<file path="src/rtl/ingress_distributor.sv">
// Ingress writer for the four-lane FIFO crossbar: a 2-entry in-order skid queue
// feeding registered push strobes to F0..F3, routed by the word's class field.
module ingress_distributor #(
    parameter int DATA_W    = 10,
    parameter int CLASS_LSB = 8,
    parameter int CNT_W     = 8
) (
    input  logic              clk,
    input  logic              reset,
    input  logic              in_valid,
    input  logic [DATA_W-1:0] in_data,
    output logic              in_ready,
    input  logic              almost_full_F0,
    input  logic              almost_full_F1,
    input  logic              almost_full_F2,
    input  logic              almost_full_F3,
    output logic              push_F0,
    output logic              push_F1,
    output logic              push_F2,
    output logic              push_F3,
    output logic [DATA_W-1:0] out_FIFO_0,
    output logic [DATA_W-1:0] out_FIFO_1,
    output logic [DATA_W-1:0] out_FIFO_2,
    output logic [DATA_W-1:0] out_FIFO_3,
    output logic [CNT_W-1:0]  push_count_0,
    output logic [CNT_W-1:0]  push_count_1,
    output logic [CNT_W-1:0]  push_count_2,
    output logic [CNT_W-1:0]  push_count_3,
    output logic [1:0]        state
);

    typedef enum logic [1:0] {
        ST_IDLE    = 2'b00,
        ST_SEND    = 2'b01,
        ST_BLOCKED = 2'b10
    } state_e;

    // Entry 0 is always the head; entry 1 shifts down on dequeue.
    logic [DATA_W-1:0] data_q [2];
    logic [DATA_W-1:0] data_d [2];
    logic [1:0]        cls_q  [2];
    logic [1:0]        cls_d  [2];
    logic [1:0]        occ_q, occ_d, occ_pop;
    state_e            state_q, state_d;
    logic [3:0]        push_q, push_d;
    logic [DATA_W-1:0] out_q [4];
    logic [DATA_W-1:0] out_d [4];
    logic [CNT_W-1:0]  cnt_q [4];
    logic [CNT_W-1:0]  cnt_d [4];
    logic [3:0]        af;
    logic              accept, dispatch;

    assign af       = {almost_full_F3, almost_full_F2, almost_full_F1, almost_full_F0};
    assign in_ready = (occ_q != 2'd2);

    always_comb begin
        // NOTE: every signal gets a default first so no path leaves it unassigned (no latches).
        data_d   = data_q;
        cls_d    = cls_q;
        out_d    = out_q;
        cnt_d    = cnt_q;
        push_d   = '0;
        occ_pop  = occ_q;
        accept   = in_valid && (occ_q != 2'd2);
        dispatch = (occ_q != 2'd0) && !af[cls_q[0]];

        if (dispatch) begin
            push_d[cls_q[0]] = 1'b1;
            out_d[cls_q[0]]  = data_q[0];
            cnt_d[cls_q[0]]  = cnt_q[cls_q[0]] + 1'b1;
            data_d[0]        = data_q[1];
            cls_d[0]         = cls_q[1];
            occ_pop          = occ_q - 2'd1;
        end

        occ_d = occ_pop;
        if (accept) begin
            data_d[occ_pop[0]] = in_data;
            cls_d[occ_pop[0]]  = in_data[CLASS_LSB +: 2];
            occ_d              = occ_pop + 2'd1;
        end

        // State reflects the post-edge head against the almost_full seen at this edge.
        if (occ_d == 2'd0)        state_d = ST_IDLE;
        else if (af[cls_d[0]])    state_d = ST_BLOCKED;
        else                      state_d = ST_SEND;
    end

    // NOTE: sequential state uses non-blocking assignments so all registers update together.
    always_ff @(posedge clk) begin
        if (reset) begin
            occ_q   <= 2'd0;
            state_q <= ST_IDLE;
            push_q  <= '0;
            for (int k = 0; k < 4; k++) begin
                out_q[k] <= '0;
                cnt_q[k] <= '0;
            end
        end else begin
            occ_q   <= occ_d;
            state_q <= state_d;
            push_q  <= push_d;
            out_q   <= out_d;
            cnt_q   <= cnt_d;
        end
    end

    // NOTE: queue storage is not reset; occupancy alone decides which entries are valid.
    always_ff @(posedge clk) begin
        data_q <= data_d;
        cls_q  <= cls_d;
    end

    assign push_F0      = push_q[0];
    assign push_F1      = push_q[1];
    assign push_F2      = push_q[2];
    assign push_F3      = push_q[3];
    assign out_FIFO_0   = out_q[0];
    assign out_FIFO_1   = out_q[1];
    assign out_FIFO_2   = out_q[2];
    assign out_FIFO_3   = out_q[3];
    assign push_count_0 = cnt_q[0];
    assign push_count_1 = cnt_q[1];
    assign push_count_2 = cnt_q[2];
    assign push_count_3 = cnt_q[3];
    assign state        = state_q;

endmodule

</file>
<file path="config.mk">
export PLATFORM = sky130hd
export DESIGN_NAME = ingress_distributor
export DESIGN_NICKNAME = d
export VERILOG_FILES = /design/src/rtl/ingress_distributor.sv
export SDC_FILE = /design/constraint.sdc
export NUM_CORES = 1
export LEC_CHECK = 0
export CORE_AREA = 5 5 108 110
export DETAILED_ROUTE_END_ITERATION = 12
export DIE_AREA = 0 0 113 115
export PLACE_DENSITY = 0.74
export RECOVER_POWER = 25
export SYNTH_ARGS = -nofsm -noshare
export SYNTH_HDL_FRONTEND = slang
export SYNTH_SLANG_ARGS = --single-unit
</file>
<file path="constraint.sdc">
create_clock -name clk -period 2.8 [get_ports clk]
set_clock_uncertainty 0.1 [all_clocks]
set_input_delay 0.56 -clock clk [delete_from_list [all_inputs] [get_ports clk]]
set_output_delay 0.56 -clock clk [all_outputs]
set_load 0.005 [all_outputs]
</file>
======== Word-level counts from Yosys, hierarchy flattened ========
Index checks and enable logic that the tools add are counted.
Widths: inputs -> output; s select.
cells by class
  add/sub/neg operators ................... 3
  order comparisons ....................... 7
  eq/ne operators ......................... 1
  muxes and demuxes ....................... 28
  bitwise logic cells ..................... 3
  reduce and logical (&&, ||, !) cells .... 10
operators with widths
  kind                 number
  $bwmux 40            1
  $bwmux 32            1
  $mux 10              3
  $mux 8               3
  $bwmux 20            1
  $demux 10 s2         1
  $mux 20              1
  $bmux 8 s2           1
  $demux 8 s2          1
  $demux 10 s1         1
  $mux 2               5
  $add 8x1->8 const B  1
  $lt 2x3->1 const B   2
  $logic_and 1x1->1    5
  $bmux 1 s2           2
  $bwmux 4             1
  $mux 4               1
  $reduce_or 2->1      2
  $ge 3x3->1 const B   1
  $lt 3x1->1 const B   1
  $mux 1               3
  $not 2->3            1
  $add 2x1->2 const B  1
  $demux 1 s2          1
  11 further kinds     11
word-level totals
  flip-flop bits (word level) ............. 104
  input bits .............................. 17
  output and inout bits ................... 79
  word-level logic and storage cells ...... 67

======== Logic depth before layout (Yosys ltp) ========
Gate-level depths: netlist of the first run.
  depth after elaboration ................. 15
  gate-level depth with buffers ........... 10
  mapped depth without buffers ............ 9

======== Least setup slack after synthesis of the first run ========
OpenSTA, ideal clock, no wires.
  path type ............................... register -> register
  start ................................... reg occ_q[0]
  end ..................................... reg state_q[1], in the netlist state[1]
  arrival time ............................ 2.321 ns
  slack ................................... 0.253 ns
  cell stages (with the launch flop) ...... 11
  buffers on the path ..................... 2
  period minus slack after synthesis ...... 2.547 ns
  cells stage by stage .................... dfxtp_1 > inv_1 > clkbuf_1 > ha_1 > nor2b_1 > a22oi_4 > clkbuf_1 > xnor2_1 > ha_1 > o31ai_1 > nor2b_1
on the way
  elaborated cells on any way between the ends .. 22
RTL lines
  item                                                 RTL line  source
  start: declaration                                   43        logic [1:0] occ_q, occ_d, occ_pop;
  start signal: assignment                             92        occ_q <= 2'd0;
  start signal: assignment                             100       occ_q <= occ_d;
  branches (longest 4 deep; another with $sub 2x1->2)  --
  $mux 2 *                                             77        if (accept) begin
  via occ_d[0]                                         43
  $logic_not 2->1 *                                    84        if (occ_d == 2'd0) state_d = ST_IDLE;
  $reduce_or 2->1 (no source line) *                   --
  end signal: assignment                               101       state_q <= state_d;
  end: declaration                                     44        state_e state_q, state_d;
Mark *: on every way through the listed nets, which the timed path passes. The select of a mux whose other input is x is not followed.
A chain may end at the register's enable or synchronous reset.

======== Worst setup path in the final report of the first run ========
  start ................................... in almost_full_F2
  end ..................................... reg cnt_q, in the netlist push_count_2[2]
on the way
  cells in the longest elaborated chain, start to end .. 4
ends and longest elaborated chain
  item                          RTL line  source
  start: declaration            15        input logic almost_full_F2,
  $bmux 1 s2                    65        dispatch = (occ_q != 2'd0) && !af[cls_q[0]];
  $mux 1 (implied by the code)  65
  $logic_not 1->1               65
  $logic_and 1x1->1             65
  end signal: assignment        104       cnt_q <= cnt_d;
  end: declaration              48        logic [CNT_W-1:0] cnt_q [4];
Every way passes these cells. The select of a mux whose other input is x is not followed.

==> results.md, run 1 <==
- Met1 Wirelength: 4.61 mm
- WL met3: 650 um
- Routed Antenna Nets: 0
- HP Start: out_FIFO_2[1]
- Max-cap violations: 0
- Max-slew violation count: 0
- Port Buffers: 95
- DR WL met2: 5.22 mm
- Post_cts resized: 0
- Crit-path cells: dlygate4sd3_1, nor4b_2, clkbuf_1, nor2_1, a211oi_1
- Row count: 38
- Post-synth top area cell: dfxtp_1
- Gpl congestion: 0.819
- Syn Std Cell Area: 4120 sq um
- Top cell type's share of synthesized area: 44.7%
- Final WL: 10.6 mm
- Root Buffer: clkbuf_8
- Inserted Diodes: 0
- Layout area overhead: 31.2%
- Via count: 3567
- Outcome: complete, no violations
- Top routing layer used: met4
- Max Freq: 399 MHz
- Synth Area in Compound Gates: 16.2%
- Hpwl dp: 7.93 mm
- Setup tns final: 0 ns
- Number of global-route vias before repair: 3417
- CP bufs+invs: 2
- HP Class: flip-flop to flip-flop
- Max IR drop VDD: 0.334 mV
- Clock-pin slew on the worst setup and hold paths: 0.10 ns
- Power Density: 842 nW/um^2
- Core area: 10600 sq um
- WL per Instance: 15.4 um
- CP max stage cell: clkbuf_1
- DIE AREA: 13000 sq um
- Hold WS: 0.357 ns
- Unique masters post-synth: 39
- Syn_area_per_cell: 9.08 sq um
- Clk sink count: 102
- DRT iter0 DRCs: 171
- Hold_buf cts: 0
- Worst Max-Slew Pin Slew: 1.08 ns
- Seq/Total Area, Yosys: 52.0%
- Synth Area in Adders: 1.21%
- Initial DRT Pass Iterations: 4
- R2R Path Start: occ_q[1]
- CTS Buf Count: 9
- Num ports: 96
- RSZ-0062 raised after global routing: false
- Via/cell ratio: 5.17
- Tmin final: 2.51 ns
- CTS tree: built
- Die Y: 115 um
- CP peak stage delay: 0.83 ns
- Final #Nets: 566
- Total grt overflow: 0
- Mux share of post-synthesis cell area: 7.04%
- EDFF count, synth: 10
- Die width: 113 um
- Post-CTS setup buffers: 0
- # setup viols final: 0
- Largest family of logic cells by synthesized area: simple AND/OR/NAND/NOR gates
- Post-DP Area: 5260 sq um
- Syn Inst Count: 454
- Layout cell share with drive strength beyond 1: 7.45%
- Leak Pwr: 1.90 nW
- First-pass GRT wire length: 17.3 mm
- Async SR Flop Fraction: 0%
- Fin. Hold Viols: 0
- Setup CP Type: input pin to flip-flop
- CP endpoint kind: flip-flop
- CP arrival: 2.67 ns
- H-tree levels: 3
- FF+latch area: 2140 sq um
- CP delay by family, top: buffers and inverters
- Simple-Gate Fraction of Synth Area: 18.5%
- Drc violations: 0
- Initial Util: 38.9%
- Seq cells post-synth: 102
- Synth warn: 0
- Area occupied by multi-input gates: 1830 sq um
- Worst skew pair latency: 0.36 ns
- WP data required: 2.96 ns
- Synth top area cells: dfxtp_1, nand2_1, edfxtp_1
- Slew HR: 28.0%
- Initial antenna violation count: 0
- Filler cells: 1000
- Final Cycle Share: 89.5%
- CP startpoint kind: input pin
- Largest net degree at the start of global routing: 46
- Synth Net Count: 475
- Setup crit start: almost_full_F2
- CP Max Fanout: 22
- Synth Flop Type: dfxtp_1
- All-layer global routing usage: 16.5%
- CTS Buffer Depth: 2
- Post-synthesis xor/xnor area fraction: 1.28%
- Final Cell Area: 5410 sq um
[sequential cells by signal (all words and copies together), names as in the netlist, 10 cells and up]
name,flops
data_q,20
out_FIFO_0,10
out_FIFO_1,10
out_FIFO_2,10
out_FIFO_3,10
[logic make-up (layout without fill, tap and decap cells)]
family,count (synthesis),after routing
AOI/OAI and AO/OA,112,112
xor gates and xnor gates,6,6
adders and majority gates,4,4
buffers and inverters,37,133
DFF,102,102
muxes,19,19
and+or+nand+nor,174,174
[worst paths after layout]
path | endpoint | slack, ns | depth (start not counted)
setup / recovery | push_count_2[2] | 0.29 | 5
hold / removal | out_FIFO_2[1] | 0.36 | 2
setup reg to reg | state[1] | 0.45 | 9
hold reg to reg | out_FIFO_2[1] | 0.36 | 2
[per-layer routing]
layer	GRT usage (%)	vias to the layer above
met2	28.4	108
met4	4.97	0
met5	0	-
met3	2.68	10
li1	-	1762
met1	21.5	1687
[final cells by class]
cell class	count	share of cell area, %
multi-input cells	315	33.9
flip-flops and latches	102	39.6
well taps	140	3.24
clock buffers	10	2.36
repair buffers	112	19.7
clock inverters	6	0.810
inverters	5	0.347
[where the power goes]
part	internal, mW	leakage, nW	switching (mW)
Clock	0.329	0.0836	0.505
Sequential	1.78	0.841	0.275
Combinational	0.810	0.979	0.850
[through the flow]
step | std cells | utilization [%] | worst slack [ns] | power (mW)
finish | 690 | 51.0 | 0.293 | 4.55
detailed placement | 674 | 49.6 | 0.0993 | 3.79
floorplan | 454 | - | 0.253 | 3.08
CTS | 690 | 51.2 | 0.402 | 4.61
global placement | 674 | 49.6 | 0.166 | 3.73
global route | 690 | 51.0 | 0.154 | 4.85
[worst min-delay path, cell delays in order, from the launching register on]
cell and delay [ns]:
dfxtp_1 0.32, nand2_1 0.05, a21oi_1 0.05
[Yosys cell counts (all sizes together), types with 5 or more instances]
library cell  number
nand2             95
edfxtp            10
clkbuf            28
inv                5
dfxtp             92
mux4               7
o211ai             9
o21ai             30
nor2              38
a211oi            16
a21oi             52
or3               20
mux2i             12
[cell usage in the layout (no fill, tap or decap), types with 2 or more instances in the layout]
cell             netlist  final
clkbuf_8               0      9
nor2_1                38     38
o211ai_1               9      9
clkdlybuf4s50_1        0     67
nand2_1               95     95
or3_1                 20     20
ha_1                   4      4
dlygate4sd3_1          0     27
clkbuf_1              28      6
nand3_1                2      2
mux2i_1               11     11
o21ai_0               30     30
and3_1                 2      2
inv_1                  5      5
clkinvlp_4             0      2
xnor2_1                3      3
edfxtp_1              10     10
and2_1                 2      2
dfxtp_1               92     92
a211oi_1              16     16
inv_6                  0      2
buf_4                  1     11
a21oi_1               52     52
o21a_1                 2      2
mux4_2                 7      7
nor3_1                 2      2
nor2b_1                3      3
xor2_1                 3      3
No activity file was read; power rests on OpenSTA's default activity.
==> run 2, diff against run 1 <==
Settings changed: PLACE_DENSITY 0.74 to 0.77.
Clock period 2.8 ns to 2.1 ns, I/O delays scaled along.
==> run 2 against run 1 <==
Clock power grew 45%; clock-buffer cell count is 1 higher; sequential share of layout area decreased by 2.3 points; sequential power grew 33%; wire length grew 3.8%; cell count up 2.9%; first-iteration DRC count is 4.7% higher; non-clock buffer count is 20 higher; power rose by 46%; combinational power grew 61%; setup slack worse by 0.21 ns; critical path depth grew 3; highest routed layer unchanged.
==> results.md, run 2 (same netlist as run 1, synthesis figures left out) <==
- Num ports: 96 (unchanged)
- Worst R2R End: push_count_3[6]
- Inserted Diodes: 0 (unchanged)
- Core area: 10600 sq um (unchanged)
- Root Buffer: clkbuf_8
- Setup crit start: almost_full_F3
- Layout area overhead: 39.5%
- R2R cell count: 6 (-3)
- Flop2flop setup slack: 0.09 ns (-0.36 ns)
- Worst Max-Slew Pin Slew: 0.369 ns (-0.712 ns)
- Post-Place Setup Slack: -0.285 ns (-0.385 ns)
- CTS Buffer Depth: 2 (unchanged)
- # setup viols final: 0 (unchanged)
- Max Freq: 497 MHz
- Crit-path cells: clkdlybuf4s50_1, mux2i_4, a22oi_4, buf_6, xnor2_2, ha_4, o31ai_2, nor2_1
- Worst skew pair latency: 0.35 ns (about the same)
- First-pass GRT wire length: 18.1 mm (+4.6%)
- Die width: 113 um (unchanged)
- Area occupied by multi-input gates: 1960 sq um (+7.2%)
- Gpl congestion: 0.829 (+1.3%)
- Power Density: 1150 nW/um^2 (+37%)
- Switching pwr: 2.29 mW (+41%)
- Hold_buf cts: 0 (unchanged)
- CP peak stage delay: 0.52 ns (-0.31 ns)
- Via count: 3656 (+2.5%)
- Clock-pin slew on the worst setup and hold paths: 0.10 ns (about the same)
- Outcome: complete, no violations
- Clk sink count: 102 (unchanged)
- CP max stage cell: clkdlybuf4s50_1
- Layout cell share with drive strength beyond 1: 15.6% (+8.2 points)
- Drc violations: 0 (unchanged)
- WP data required: 2.25 ns (-0.71 ns)
- Largest net degree at the start of global routing: 33 (-28%)
- H-tree levels: 3 (unchanged)
- FF+latch area: 2150 sq um (+0.23%)
- Post-Layout Cell Count: 710 (+2.9%)
- Most common cell after layout, fill and taps aside: nand2_1
- Max IR drop VDD: 0.560 mV (+68%)
- Max-cap violations: 0 (unchanged)
- Setup ws final: 0.0866 ns (-0.206 ns)
- Final Cycle Share: 95.9%
- RSZ-0062 raised after global routing: true
- Die Y: 115 um (unchanged)
- Dpl cells: 691 (+2.5%)
- Number of global-route vias before repair: 3619 (+5.9%)
- CTS Buf Count: 9 (unchanged)
- CP bufs+invs: 2 (unchanged)
- Sequential cell fraction of total power: 41.3% (-3.9 points)
- CP arrival: 2.16 ns (-0.51 ns)
- CP Max Fanout: 7 (-68%)
- Initial Util: 38.9% (unchanged)
- Max-slew violation count: 0 (unchanged)
- Routed Antenna Nets: 0 (unchanged)
- Final WL: 11.0 mm (+3.8%)
- HP Class: flip-flop to flip-flop
- Port Buffers: 95 (unchanged)
- DIE AREA: 13000 sq um (unchanged)
- Commonest non-fill, non-tap cells in the layout: nand2_1, dfxtp_1, clkdlybuf4s50_1
- Setup tns final: 0 ns (unchanged)
- Design Power: 6.63 mW (+46%)
- WL per Instance: 15.5 um (+0.88%)
- Leak Pwr: 1.99 nW (+4.6%)
- CP delay by family, top: buffers and inverters
- Total grt overflow: 0 (unchanged)
- R2R Path Start: cls_q[3]
- Final #Nets: 586 (+3.5%)
- Biggest register: data_q
- Setup CP Type: input pin to flip-flop
- Row count: 38 (unchanged)
- Tmin final: 2.01 ns
- Total internal power: 4.34 mW (+49%)
- Via/cell ratio: 5.15 (-0.39%)
- Fin. Hold Viols: 0 (unchanged)
- Hold WS: 0.361 ns (+0.00414 ns)
- All-layer global routing usage: 17.2% (+0.66 points)
- CTS tree: built
- Slew HR: 75.4% (+47 points)
- HP Start: out_FIFO_0[6]
- Initial DRT Pass Iterations: 4 (unchanged)
- CP startpoint kind: input pin
- Largest register FFs: 20 (unchanged)
- DRT iter0 DRCs: 179 (+4.7%)
- Logic pwr share: 40.4% (+3.9 points)
- Hpwl dp: 8.29 mm (+4.5%)
- Hold Path Cell Cnt: 2 (unchanged)
- Initial antenna violation count: 0 (unchanged)
- Clock power share: 18.3% (about the same)
- CP endpoint kind: flip-flop
- Net Sw Frac: 34.6% (-1.2 points)
- Worst Hold End: out_FIFO_0[6]
- Filler cells: 950 (-5.0%)
run 2: power groups by stage:
stage	Clock, mW	Sequential (mW)	Combinational [mW]
6_report	1.21	2.74	2.68
3_5_place_dp	0	2.77	2.55
4_1_cts	1.24	2.73	2.58
2_1_floorplan	0	2.66	1.60
5_1_grt	1.33	2.80	2.95
3_3_place_gp	0	2.76	2.45
run 2: layout make-up:
class	count	share of cell area, %
sequential	102	37.3
multi-input combinational	315	34.2
timing repair buffer	132	21.8
tap	140	3.05
clock buffer	11	2.28
clock inverter	5	0.979
inverter	5	0.370
run 2: worst max path at each step:
stage                                 end  depth (start not counted)
final                            state[0]                          8
after global routing             state[1]                          8
after CTS                 push_count_3[6]                          6
after detailed placement         state[1]                          8
after global placement           state[1]                          7
after floorplan                  state[1]                         10
run 2: per-stage QoR:
| stage | util [%] | area (sq um) |
|---|---|---|
| after floorplan | - | 4190 |
| after CTS | 53.4 | 5660 |
| after global routing | 54.2 | 5750 |
| final | 54.2 | 5750 |
| after detailed placement | 51.4 | 5450 |
| after global placement | 51.4 | 5450 |
run 2: worst register-to-register path: stages (launching register included):
cell	delay [ns]
dfxtp_2	0.36
buf_4	0.19
mux4_2	0.54
and4_1	0.25
nand2_1	0.13
xor2_2	0.22
a21oi_1	0.10
run 2: routing by layer:
metal  vias to the layer above  routed length, um  global-route usage, %
li1                       1794                  -                      -
met1                      1743               4790                   21.7
met2                       109               5430                   29.9
met3                        10                669                   3.32
met4                         0                114                   5.29
met5                         -                  0                      0
run 2: timing repair:
| action | in CTS | in global routing |
|---|---|---|
| cloned | 0 | 0 |
| buffers inserted | 0 | 3 |
| endpoints found under the setup margin | 5 | 16 |
| gates resized for setup | 4 | 19 |
| pin swaps | 0 | 3 |
